`config.mk`:
```
export PLATFORM = sky130hd
export DESIGN_NAME = regfile_param_flat
export DESIGN_NICKNAME = d
export VERILOG_FILES = /design/src/rtl/regfile_param_if.sv /design/src/rtl/regfile_param.sv /design/src/flat_wrapper.sv
export SDC_FILE = /design/constraint.sdc
export NUM_CORES = 1
export LEC_CHECK = 0
export CORE_MARGIN = 2
export CORE_UTILIZATION = 60
export CTS_CLUSTER_DIAMETER = 30
export CTS_CLUSTER_SIZE = 30
export DETAILED_ROUTE_END_ITERATION = 7
export PLACE_DENSITY = 0.82
export SLEW_MARGIN = 20
export SYNTH_ARGS = -nofsm -noshare
export SYNTH_HDL_FRONTEND = slang
export SYNTH_SLANG_ARGS = --single-unit
```
`constraint.sdc`:
```
create_clock -name CLK -period 3.65 [get_ports CLK]
set_clock_uncertainty 0.2 [all_clocks]
set_input_delay 0.5475 -clock CLK [delete_from_list [all_inputs] [get_ports CLK]]
set_output_delay 0.5475 -clock CLK [all_outputs]
set_load 0.02 [all_outputs]
```
`src/rtl/regfile_param_if.sv`:
```
// Bus bundle for the decode-stage register file: read/write/clear requests
// from the pipeline and read data plus sweep status back.
interface regfile_param_if #(
  parameter int DATA_W = 32,
  parameter int ADDR_W = 5
);
  logic                  CLR;
  logic [ADDR_W-1:0]     A1;
  logic [ADDR_W-1:0]     A2;
  logic [ADDR_W-1:0]     A3;
  logic [DATA_W-1:0]     WD3;
  logic                  WE3;
  logic [DATA_W/8-1:0]   BE3;
  logic [DATA_W-1:0]     RD1;
  logic [DATA_W-1:0]     RD2;
  logic                  BUSY;

  modport master (
    output CLR, A1, A2, A3, WD3, WE3, BE3,
    input  RD1, RD2, BUSY
  );

  modport slave (
    input  CLR, A1, A2, A3, WD3, WE3, BE3,
    output RD1, RD2, BUSY
  );
endinterface

```
`src/rtl/regfile_param.sv`:
```
// Parametrised 2-read/1-write register file with byte enables, optional zero
// register, optional write-to-read bypass and a sequential clear sweep.
module regfile_param #(
  parameter int DATA_W   = 32,
  parameter int ADDR_W   = 5,
  parameter bit ZERO_REG = 1'b1,
  parameter bit BYPASS   = 1'b1
) (
  input  logic           CLK,
  input  logic           rst,
  regfile_param_if.slave bus
);
  localparam int DEPTH = 1 << ADDR_W;
  localparam int NB    = DATA_W / 8;

  typedef enum logic {IDLE = 1'b0, CLEAR = 1'b1} state_t;

  state_t              state_reg, state_next;
  logic [ADDR_W-1:0]   ptr_reg, ptr_next;
  logic                busy;
  logic                wr_en;
  logic                clr_en;
  logic [DATA_W-1:0]   rd1_raw;
  logic [DATA_W-1:0]   rd2_raw;

  always_ff @(posedge CLK) begin
    if (rst) begin
      state_reg <= CLEAR;
      ptr_reg   <= '0;
    end else begin
      state_reg <= state_next;
      ptr_reg   <= ptr_next;
    end
  end

  // CLR is only accepted from IDLE; a sweep in progress always runs to the end.
  always_comb begin
    state_next = state_reg;
    ptr_next   = ptr_reg;
    case (state_reg)
      IDLE: begin
        if (bus.CLR) begin
          state_next = CLEAR;
          ptr_next   = '0;
        end
      end
      CLEAR: begin
        if (ptr_reg == ADDR_W'(DEPTH - 1)) begin
          state_next = IDLE;
          ptr_next   = '0;
        end else begin
          ptr_next = ptr_reg + ADDR_W'(1);
        end
      end
      default: begin
        state_next = CLEAR;
        ptr_next   = '0;
      end
    endcase
  end

  assign busy   = (state_reg == CLEAR);
  assign clr_en = busy && !rst;
  // A write is effective only when idle, not being cleared, and not aimed at a hardwired zero entry.
  assign wr_en  = (state_reg == IDLE) && !rst && !bus.CLR && bus.WE3 &&
                  !(ZERO_REG && (bus.A3 == '0));

  // One byte-wide memory per lane so byte enables map onto independent RAM write ports.
  generate
    for (genvar gi = 0; gi < NB; gi++) begin : g_lane
      logic [7:0] mem [DEPTH];
      logic [7:0] wd_b;
      logic       byp1;
      logic       byp2;

      assign wd_b = bus.WD3[8*gi +: 8];

      always_ff @(posedge CLK) begin
        if (clr_en) begin
          mem[ptr_reg] <= '0;
        end else if (wr_en && bus.BE3[gi]) begin
          mem[bus.A3] <= wd_b;
        end
      end

      assign byp1 = BYPASS && wr_en && bus.BE3[gi] && (bus.A3 == bus.A1);
      assign byp2 = BYPASS && wr_en && bus.BE3[gi] && (bus.A3 == bus.A2);

      assign rd1_raw[8*gi +: 8] = byp1 ? wd_b : mem[bus.A1];
      assign rd2_raw[8*gi +: 8] = byp2 ? wd_b : mem[bus.A2];
    end
  endgenerate

  assign bus.BUSY = busy;
  assign bus.RD1  = (busy || (ZERO_REG && (bus.A1 == '0))) ? '0 : rd1_raw;
  assign bus.RD2  = (busy || (ZERO_REG && (bus.A2 == '0))) ? '0 : rd2_raw;
endmodule

```
`src/flat_wrapper.sv`:
```
// flat-port wrapper written by rule: the top's interface ports become plain ports
module regfile_param_flat 
#(
  parameter int DATA_W   = 32,
  parameter int ADDR_W   = 5,
  parameter bit ZERO_REG = 1'b1,
  parameter bit BYPASS   = 1'b1
)
  (CLK, rst, bus_CLR, bus_A1, bus_A2, bus_A3, bus_WD3, bus_WE3, bus_BE3, bus_RD1, bus_RD2, bus_BUSY);
  regfile_param_if #(.DATA_W(DATA_W), .ADDR_W(ADDR_W)) bus_i ();
  input  logic CLK;
  input  logic rst;
  input wire logic [$bits(bus_i.CLR)-1:0] bus_CLR;
  input wire logic [$bits(bus_i.A1)-1:0] bus_A1;
  input wire logic [$bits(bus_i.A2)-1:0] bus_A2;
  input wire logic [$bits(bus_i.A3)-1:0] bus_A3;
  input wire logic [$bits(bus_i.WD3)-1:0] bus_WD3;
  input wire logic [$bits(bus_i.WE3)-1:0] bus_WE3;
  input wire logic [$bits(bus_i.BE3)-1:0] bus_BE3;
  output wire logic [$bits(bus_i.RD1)-1:0] bus_RD1;
  output wire logic [$bits(bus_i.RD2)-1:0] bus_RD2;
  output wire logic [$bits(bus_i.BUSY)-1:0] bus_BUSY;
  assign bus_i.CLR = bus_CLR;
  assign bus_i.A1 = bus_A1;
  assign bus_i.A2 = bus_A2;
  assign bus_i.A3 = bus_A3;
  assign bus_i.WD3 = bus_WD3;
  assign bus_i.WE3 = bus_WE3;
  assign bus_i.BE3 = bus_BE3;
  assign bus_RD1 = bus_i.RD1;
  assign bus_RD2 = bus_i.RD2;
  assign bus_BUSY = bus_i.BUSY;
  regfile_param #(.DATA_W(DATA_W), .ADDR_W(ADDR_W), .ZERO_REG(ZERO_REG), .BYPASS(BYPASS)) u_core (.CLK(CLK), .rst(rst), .bus(bus_i));
endmodule
```
Word-level counts from Yosys, hierarchy flattened
Memory sizes are Yosys's and may differ from the RTL's. Index checks and enable logic that the tools add are counted.

Output and inout bits: 65. Bits in writable memories: 1024. Flip-flop bits (word level): 6. Logic and storage cells: 83. Input port bits: 55. Memories: 4.

Memory list: u_core.g_lane[0].mem (depth 32, bits a word 8, rd ports 2, clocked after memory_dff 0, write ports 1, line regfile_param.sv:71) `logic [7:0] mem [DEPTH];`; u_core.g_lane[1].mem (depth 32, bits a word 8, rd ports 2, clocked after memory_dff 0, write ports 1, line regfile_param.sv:71); u_core.g_lane[2].mem (depth 32, bits a word 8, rd ports 2, clocked after memory_dff 0, write ports 1, line regfile_param.sv:71); u_core.g_lane[3].mem (depth 32, bits a word 8, rd ports 2, clocked after memory_dff 0, write ports 1, line regfile_param.sv:71).

Equality and inequality tests: 4. Bitwise logic cells: 1. Reduce and logical (&&, ||, !) cells: 29. Mux-type cells: 42. Add/sub/neg operators: 1.

Operator list (count): 2-to-1 mux 8 bit (12); 2-to-1 mux 32 bit (2); OR reduction 8 bit (4); 2-to-1 mux 5 bit (6); 2-to-1 mux 1 bit (20); logical AND 1 bit (17); zero test 5 bit (3); == test 5 bit (2); case mux 5 bit (2 select lines) (1); adder 5 x 1 -> 5 bit, second input constant (1); == test 5 bit, second input constant (1); zero test 1 bit (3); logical OR 1 bit (2); != test 2 bit, second input constant (1); case mux 1 bit (2 select lines) (1); NOT 1 bit (1).

Depth between registers and ports, before layout
Depth in word-level cells: 11. Gate-level depth with buffers: 10.

Worst setup path after synthesis
OpenSTA, ideal clock, no wires.

Path kind: input-to-output. Start point: input port bus_A1[1]. End point: output port bus_RD1[0]. Buffers on the path: 4. Data arrival time: 2.189 ns. Cell stages on the path: 8. Path slack: 0.714 ns. Required time: 2.902 ns. Path through: buf_2 buf_4 buf_2 buf_2 mux4_2 mux2_2 o211ai_1 nand2_1.

Word-level cells in the longest chain between the ends: 4. Elaborated cells on any way between the ends: 7. Classes of those cells: eq/ne (1); mux (2); reduce/logical (3); memory (1).

RTL lines: start: declaration (line flat_wrapper.sv:14) `input wire logic [$bits(bus_i.A1)-1:0] bus_A1;`; branches (longest 3 deep; another with memory read (32 x 8 bit)); 2-to-1 mux 32 bit (*) (line regfile_param.sv:95) `assign bus.RD1 = (busy || (ZERO_REG && (bus.A1 == '0))) ? '0 : rd1_raw;`; end: declaration (line flat_wrapper.sv:20) `output wire logic [$bits(bus_i.RD1)-1:0] bus_RD1;`.

Mark *: on every way between the ends.

Worst setup path after layout
Start point: register u_core.state_reg (netlist: u_core.bus.BUSY). End point: output port bus_RD2[11].

Word-level cells in the longest chain between the ends: 9. Elaborated cells on any way between the ends: 10. Classes of those cells: mux (2); bitwise (1); reduce/logical (7).

RTL lines: start: declaration (line regfile_param.sv:18) `state_t state_reg, state_next;`; start signal: assignment (line regfile_param.sv:31) `state_reg <= state_next;`; NOT 1 bit (line regfile_param.sv:65) `assign wr_en = (state_reg == IDLE) && !rst && !bus.CLR && bus.WE3 &&`; logical AND 1 bit (4 in a row) (line regfile_param.sv:65); logical AND 1 bit (2 in a row) (line regfile_param.sv:87) `assign byp2 = BYPASS && wr_en && bus.BE3[gi] && (bus.A3 == bus.A2);`; 2-to-1 mux 8 bit (line regfile_param.sv:90) `assign rd2_raw[8*gi +: 8] = byp2 ? wd_b : mem[bus.A2];`; 2-to-1 mux 32 bit (*) (line regfile_param.sv:96) `assign bus.RD2 = (busy || (ZERO_REG && (bus.A2 == '0))) ? '0 : rd2_raw;`; end: declaration (line flat_wrapper.sv:21) `output wire logic [$bits(bus_i.RD2)-1:0] bus_RD2;`.

Every way passes the cells marked *; elsewhere a longest branch is shown, timed or not.

==> metrics <==
status=complete, but fails checks; failing checks=setup timing; worst setup margin=-14.3 ps; drt total wl=160 mm; total congestion overflow=0; Syn Inst Count=2,689; worst path required time=2900 ps; RSZ-0062 raised after global routing=yes; CTS Buf Count=165; Synth cell types=55; clk slew on worst S/H paths=60 ps; CTS tree=yes; relative max-transition margin=19.4%; H-tree depth=4; RD Place Congestion=0.971; Seq cells post-synth=1,030; Die ar.=0.0851 mm2; fmax=0.273 GHz; Post-synth EDFFs=1,024; commonest non-fill, non-tap cell in the layout=edfxtp_1; final setup fails=4; top sig layer=met5; ys async rst share=0%; vias in the first global route=34,000; most frequent cells in the layout=1,024 x edfxtp_1, 497 x mux4_2, 463 x buf_4; VDD IR-drop max=0.464 mV; Die Ht=292 um; number of remaining DRC errors=0; Hold Crit Class=primary input to flop; Pwr Total=31.0 mW; WL/cell=35.5 um; Hold Path Stages=3; CTS max path bufs=3; DPL Wire Length=102 mm; drt first pass iters=6; Avg Cell Area, Syn=18.5 um2; CP Class=flop to output pin; initial antenna violation count=4; nets=3,345; P&R area growth vs syn=24.5%; Die X=292 um; final cell count without fillers=4,502; Ports=120; register area share after synthesis=62.2%; CP Capture Type=output pin; Final Max Slew Viols=0; number of max-cap violations=0; first-pass GRT wire length=230 mm; ys flop type=edfxtp_1; initial core utilization=60.6%; Critical Path Start Type=flop; Worst R2R Setup Slack=310 ps; met3 wire len=20.7 mm; routed vias/inst=7.45; Tot GR Track Use=37.6%; syn nets=2,746; Power Density=501 mW/mm2; Worst-Skew Late Latency=770 ps; Crit Reg-Reg Endpoint=u_core.g_lane[1].mem[5][4]; Worst Hold Path EP=u_core.ptr_reg[4]; reg2reg path depth=7; share of cells above drive strength 1=43.1%; hold path start=rst; row count=105; Buffers on Ports=119; Leakage=23.3 nW; Core Area=0.0820 mm2; fin crit share=100%; synthesized cell area=0.0497 mm2; DRT iter0 DRCs=5,705; largest net degree at the start of global routing=51; dpl cells=4,177; WP data arrival=2920 ps; post-route ant nets=0; clock sink count=1,030; worst slew pin tran=1200 ps; hold-fix buffers at CTS=0; Root Buffer=clkbuf_16; via count=33,500; crit path max fanout=8; max reg flops=1,024; R2R Path Start=u_core.bus.BUSY; wire length on met2=75.5 mm; min cycle time layout=3660 ps; Hold Violations, Final=0; Syn. warnings=0; met1 wire length=52.2 mm
[timing repair]
item	CTS	global route
setup buffers	8	7
endpoints found under the setup margin	64	62
gates resized for setup	261	87
cloned	0	1
pin swaps	13	16
[routing by layer]
layer / vias to the layer above / global-route usage [%]
li1: 12700 / -
met4: 4 / 22.8
met2: 3141 / 58.5
met1: 16900 / 47.8
met3: 732 / 10.3
met5: - / 0
[critical path, stage by stage (launching register included)]
cell and delay (ps):
dfxtp_4 380, nor4b_4 270, buf_6 180, o311a_4 340
a31oi_4 180, buf_6 180, a21boi_4 140, a221o_1 320
buf_6 160
[cell usage after synthesis (3+ instances only)]
master	instances	share of area, %
o21ai_0	9	0.091
a31oi_1	8	0.10
buf_6	17	0.39
buf_4	31	0.47
nor2_1	167	1.3
mux4_2	497	23
o32a_1	8	0.16
nor3_1	8	0.081
a211oi_1	33	0.50
a31oi_2	14	0.35
nand2_1	82	0.62
mux2i_1	120	2.4
a21boi_1	25	0.38
nand4_1	7	0.088
nand2b_1	5	0.063
nand3_1	14	0.14
edfxtp_1	1024	62
a221o_1	25	0.50
nor2b_1	48	0.60
nor3b_1	7	0.11
clkbuf_2	3	0.030
and2_1	34	0.43
clkbuf_1	56	0.42
mux2_2	32	0.73
o211ai_1	30	0.45
o22ai_1	24	0.30
dfxtp_1	6	0.24
buf_2	94	0.95
a21oi_1	84	0.85
nor4_1	7	0.088
a211oi_2	6	0.15
and4_1	8	0.14
xor2_1	10	0.18
a22oi_1	107	1.6
buf_1	9	0.068
o311a_1	4	0.081
[cells by family (layout without fill, tap and decap cells)]
family	count (synthesis)	after routing	share of synthesized area, %
compound gates	381	382	5.59
xor+xnor	10	10	0.176
fa+ha+maj	2	2	0.0504
buf+inv	213	952	2.38
flops	1030	1030	62.2
mux	649	649	25.7
other cells	0	3	0
simple gates	404	404	3.94
[worst max-delay path by stage]
stage | from | endpoint | slack, ps | cells past startpoint
floorplan | bus_A1[1] | bus_RD1[0] | 710 | 8
CTS | u_core.bus.BUSY | bus_RD2[30] | -10 | 9
global route | u_core.bus.BUSY | bus_RD2[11] | -20 | 8
finish | u_core.bus.BUSY | bus_RD2[11] | -10 | 8
global placement | bus_A3[4] | bus_RD2[21] | -720 | 7
detailed placement | bus_A3[4] | bus_RD2[8] | -730 | 9
[stage by stage]
stage	cell area [um2]	setup TNS, ps	hold WS, ps	utilization [%]	worst slack [ps]
finish	61800	-36.0	408	75.4	-14.3
global route	61800	-73.1	434	75.4	-20.7
CTS	61600	-44.2	378	75.1	-12.9
detailed placement	55600	-152760	412	67.8	-734
global placement	55600	-119160	371	67.8	-715
floorplan	49700	0	355	-	714
[area by class of cell]
class / instances / area (um2)
diodes: 3 / 7.51
clock buffers: 176 / 4190
clock inverters: 132 / 1630
fillers: 4340 / 20200
inverters: 2 / 7.51
multi-input cells: 1447 / 18000
flip-flops and latches: 1030 / 30900
well taps: 1070 / 1340
repair buffers: 642 / 5740
[report_power, final]
part	switching, mW	internal [mW]	total, mW
Clock	6.10	10.2	16.3
Sequential	0.0335	12.9	12.9
Combinational	1.02	0.764	1.78
Note: power is estimated with default switching activity, not from simulation.
